<file path="src/rtl/alu.sv">
// Registered n-bit ALU: ripple-carry add/subtract, bitwise logic and single-position shifts.
// Result, carry-out and status flags are computed combinationally and captured on the clock edge.
module alu #(
    parameter int unsigned n = 32,
    parameter int unsigned m = 4
) (
    input  logic         clk,
    input  logic         rst_n,
    input  logic [n-1:0] a,
    input  logic [n-1:0] b,
    input  logic [m-1:0] sel,
    input  logic         cin,
    output logic [n-1:0] res,
    output logic         cout,
    output logic         flag_neg,
    output logic         flag_overflow,
    output logic         flag_null
);

    localparam logic [m-1:0] SelRca     = m'(0);
    localparam logic [m-1:0] SelRcs     = m'(1);
    localparam logic [m-1:0] SelAnd     = m'(2);
    localparam logic [m-1:0] SelOr      = m'(3);
    localparam logic [m-1:0] SelXor     = m'(4);
    localparam logic [m-1:0] SelShiftLs = m'(5);
    localparam logic [m-1:0] SelShiftLd = m'(6);
    localparam logic [m-1:0] SelShiftAs = m'(7);
    localparam logic [m-1:0] SelShiftAd = m'(8);

    logic         sub;
    logic [n-1:0] b_eff;
    logic [n:0]   carry;
    logic [n-1:0] sum;
    logic         add_ovf;

    logic [n-1:0] res_d, res_q;
    logic         cout_d, cout_q;
    logic         neg_d, neg_q;
    logic         ovf_d, ovf_q;
    logic         null_d, null_q;

    // Subtraction reuses the adder: a + ~b + !cin, so cout=1 means no borrow.
    assign sub      = (sel == SelRcs);
    assign b_eff    = sub ? ~b : b;
    assign carry[0] = sub ? ~cin : cin;

    for (genvar i = 0; i < n; i++) begin : g_rca
        assign sum[i]       = a[i] ^ b_eff[i] ^ carry[i];
        assign carry[i + 1] = (a[i] & b_eff[i]) | (carry[i] & (a[i] ^ b_eff[i]));
    end

    assign add_ovf = (a[n-1] == b_eff[n-1]) && (sum[n-1] != a[n-1]);

    always_comb begin
        res_d  = '0;
        cout_d = 1'b0;
        ovf_d  = 1'b0;
        case (sel)
            SelRca, SelRcs: begin
                res_d  = sum;
                cout_d = carry[n];
                ovf_d  = add_ovf;
            end
            SelAnd: res_d = a & b;
            SelOr:  res_d = a | b;
            SelXor: res_d = a ^ b;
            SelShiftLs: begin
                res_d  = {a[n-2:0], 1'b0};
                cout_d = a[n-1];
            end
            SelShiftLd: begin
                res_d  = {1'b0, a[n-1:1]};
                cout_d = a[0];
            end
            SelShiftAs: begin
                res_d  = {a[n-2:0], 1'b0};
                cout_d = a[n-1];
                ovf_d  = a[n-1] ^ a[n-2];
            end
            SelShiftAd: begin
                res_d  = {a[n-1], a[n-1:1]};
                cout_d = a[0];
            end
            default: begin
                res_d  = '0;
                cout_d = 1'b0;
                ovf_d  = 1'b0;
            end
        endcase
        neg_d  = res_d[n-1];
        null_d = (res_d == '0);
    end

    always_ff @(posedge clk) begin
        if (!rst_n) begin
            res_q  <= '0;
            cout_q <= 1'b0;
            neg_q  <= 1'b0;
            ovf_q  <= 1'b0;
            null_q <= 1'b1;
        end else begin
            res_q  <= res_d;
            cout_q <= cout_d;
            neg_q  <= neg_d;
            ovf_q  <= ovf_d;
            null_q <= null_d;
        end
    end

    assign res           = res_q;
    assign cout          = cout_q;
    assign flag_neg      = neg_q;
    assign flag_overflow = ovf_q;
    assign flag_null     = null_q;

endmodule

</file>
<file path="config.mk">
export PLATFORM = sky130hd
export DESIGN_NAME = alu
export DESIGN_NICKNAME = d
export VERILOG_FILES = /design/src/rtl/alu.sv
export SDC_FILE = /design/constraint.sdc
export NUM_CORES = 1
export LEC_CHECK = 0
export BUFFER_PORTS_ARGS = -buffer_cell sky130_fd_sc_hd__buf_4
export CORE_AREA = 2 2 112 87
export DETAILED_ROUTE_END_ITERATION = 8
export DIE_AREA = 0 0 114 89
export GPL_TIMING_DRIVEN = 0
export PLACE_DENSITY = 0.71
export RECOVER_POWER = 50
export SLEW_MARGIN = 0
export SYNTH_ARGS = -nofsm -noshare
export SYNTH_HDL_FRONTEND = slang
export SYNTH_SLANG_ARGS = --single-unit
</file>
<file path="constraint.sdc">
create_clock -name clk -period 21.8 [get_ports clk]
set_input_delay 1.09 -clock clk [delete_from_list [all_inputs] [get_ports clk]]
set_output_delay 1.09 -clock clk [all_outputs]
set_load 0.005 [all_outputs]
</file>
==> flow_summary.yaml <==
route:
  firstDrtPassIters: 5
  first_iter_violations: 225
  wl_met1_um: 6093
  drc_errors: 0
  highest_layer: "met4"
  via_per_inst: 5.558
  met3_length_um: 939
  ant_nets: 0
  wl_per_cell_um: 18.91
  vias: 3774
  dr_wl_met2_um: 5590
  drt_wl_total_um: 12840
synthesis:
  synth_area_um2: 4379
  ys_async_sr_fraction_pct: 0
  yosys.area_share.simple_pct: 12.51
  synth_mux_area_share_pct: 0
  synth_seq_area_share_pct: 16.00
  synth-xor-area-share_pct: 7.000
  yosysUniqueCellTypes: 35
  ys_warn_count: 0
  synth_cells: 456
  yosys.area_share.adder_pct: 33.20
  syn_nets: 624
  synth_seq_cells: 35
  synth-compound-area-share_pct: 21.46
  synth_edf_count: 0
  synth.avg_cell_area_um2: 9.604
  synth_top_family_by_area: "adder cells"
  ys.flop_type: "dfxtp_1"
worst_setup_path:
  cp-startpoint: "sel[1]"
  crit_path_frequent_cell: "fa_1"
  critPathKind: "input port to flop"
  arrival_ps: 16970
  startpoint_type: "input port"
  endpoint_kind: "flop"
  cp_slowest_stage_delay_ps: 610
  crit_path_top_delay_cell: "nor3_2"
  required_ps: 22010
  cp_max_fo: 10
run:
  cap_violations: 0
hold_path:
  min_path_type: "input port to flop"
  worstHoldStart: "rst_n"
  holdPathEnd: "res[29]"
  whs_path_depth: 2
power:
  power.density_nw_per_um2: 45.51
  power_leakage_nw: 2.793
  ir_worst_vdd_mv: 0.02941
sta:
  rsz0062_at_grt: "no"
  hold_viol: 0
  period_share_pct: 76.84
  setup_viol: 0
  max_clock_freq_mhz: 59.70
  min_period_ps: 16750
  hold_ws_ps: 1107
  max_slew_margin_pct: 41.74
  tightest_slew_ps: 861.8
  setup_tns_ps: 0
  setup_slack_ps: 5049
  slew_viol_final: 0
grt:
  grt_pass1_wl_um: 19820
  overflow: 0
  antenna_found_initial: 0
  grt_pass1_vias: 3813
  grt_max_degree: 12
  track_usage_pct: 25.80
final_layout:
  final_area_um2: 5459
  drive_above_1_share_pct: 22.93
  final_cell_mix: "inv_1, buf_4, ha_1, and2_1, dfxtp_1"
  fin_nets: 734
  area_growth_pct: 24.66
  n_antenna_cell: 0
floorplanning:
  die-area_um2: 10150
  initial_core_util_pct: 49.02
  io_pins: 107
  design.core.area_um2: 8934
  fp.dieW_um: 114
  rows: 30
  die_h_um: 89
clocking:
  cts_tree: "done"
  ctsHoldBuffers: 0
  postCtsSetupRepairBufs: 0
  cts_htree_levels: 2
  numCtsBuffers: 5
  cts.sinks: 35
  root_buffer: "clkbuf_16"
  clock_path_buffers: 2
  cts_resized: 0
  clk_pin_slew_ps: 60
placement:
  port_buffers: 103
  placement.cell_area_um2: 5293
  place_ws_ps: 4785
  place_hpwl_um: 9942
  gp_congestion: 0.8881
run_status:
  status: "completed"
## Yosys cell counts, types with 2 or more instances
| library cell | number | area share (%) |
|---|---|---|
| inv_1 | 70 | 6.0 |
| ha_1 | 65 | 19 |
| and2_1 | 58 | 8.3 |
| dfxtp_1 | 35 | 16 |
| fa_1 | 32 | 15 |
| xnor2_1 | 32 | 6.4 |
| a22o_1 | 31 | 6.2 |
| o2bb2ai_1 | 31 | 6.2 |
| a2111o_1 | 30 | 7.7 |
| buf_2 | 14 | 1.6 |
| clkbuf_1 | 13 | 1.1 |
| nor4_1 | 8 | 1.1 |
| nor2_1 | 6 | 0.51 |
| buf_6 | 3 | 0.77 |
| nor4b_1 | 3 | 0.60 |
| xor2_1 | 3 | 0.60 |
| buf_4 | 2 | 0.34 |
| nand4_1 | 2 | 0.29 |
| nor2b_1 | 2 | 0.29 |
## through the flow
step | util (%) | instances | power, mW
finish | 61.11 | 679 | 0.2484
global route | 61.11 | 679 | 0.2631
CTS | 61.19 | 679 | 0.2497
detailed placement | 59.24 | 671 | 0.1637
global placement | 59.24 | 671 | 0.1606
floorplan | - | 456 | 0.1241
## kinds of logic after synthesis
family | count (synthesis)
flip-flops | 35
adder cells (fa/ha/maj) | 97
XOR/XNOR | 35
AND/OR/NAND/NOR | 87
AO/OA/AOI/OAI | 100
buffers and inverters | 102
## per-layer routing
layer / vias up / track usage, %
met5: - / 0
li1: 1794 / -
met4: 0 / 6.652
met2: 153 / 41.50
met3: 18 / 4.000
met1: 1809 / 36.61
## flip-flops by register name, indices dropped and copies added, names as in the netlist
name	count
res	32
cout	1
flag_null	1
flag_overflow	1
## worst max path at each step
stage,depth (start not counted),to,slack [ps]
4_1_cts,48,flag_null,5050
3_5_place_dp,46,flag_null,4790
6_report,48,flag_null,5050
5_1_grt,48,flag_null,4450
3_3_place_gp,46,flag_null,4820
2_1_floorplan,48,flag_null,6360
## where the power goes
part / switching [mW] / internal (mW) / total, mW
logic: 0.0473 / 0.0450 / 0.0923
registers: 0.00117 / 0.0688 / 0.0700
clock network: 0.0293 / 0.0569 / 0.0862
total: 0.0777 / 0.171 / 0.248
## critical path, delay by kind of cell
family	cells	cell delay (ps)
adder cells (fa/ha/maj)	31	12180
AO/OA/AOI/OAI	2	650
XOR/XNOR	1	130
buffers and inverters	9	1510
AND/OR/NAND/NOR	5	1350
## final cells by class
| class | instances | area [um2] |
|---|---|---|
| clock buffers | 6 | 138.9 |
| well taps | 112 | 140.1 |
| fillers | 797 | 3475 |
| flip-flops and latches | 35 | 700.7 |
| clock inverters | 2 | 35.03 |
| plain buffers | 32 | 167.7 |
| inverters | 70 | 262.8 |
| multi-input cells | 319 | 3248 |
| repair buffers | 103 | 765.7 |
Note: power is estimated with default switching activity, not from simulation.
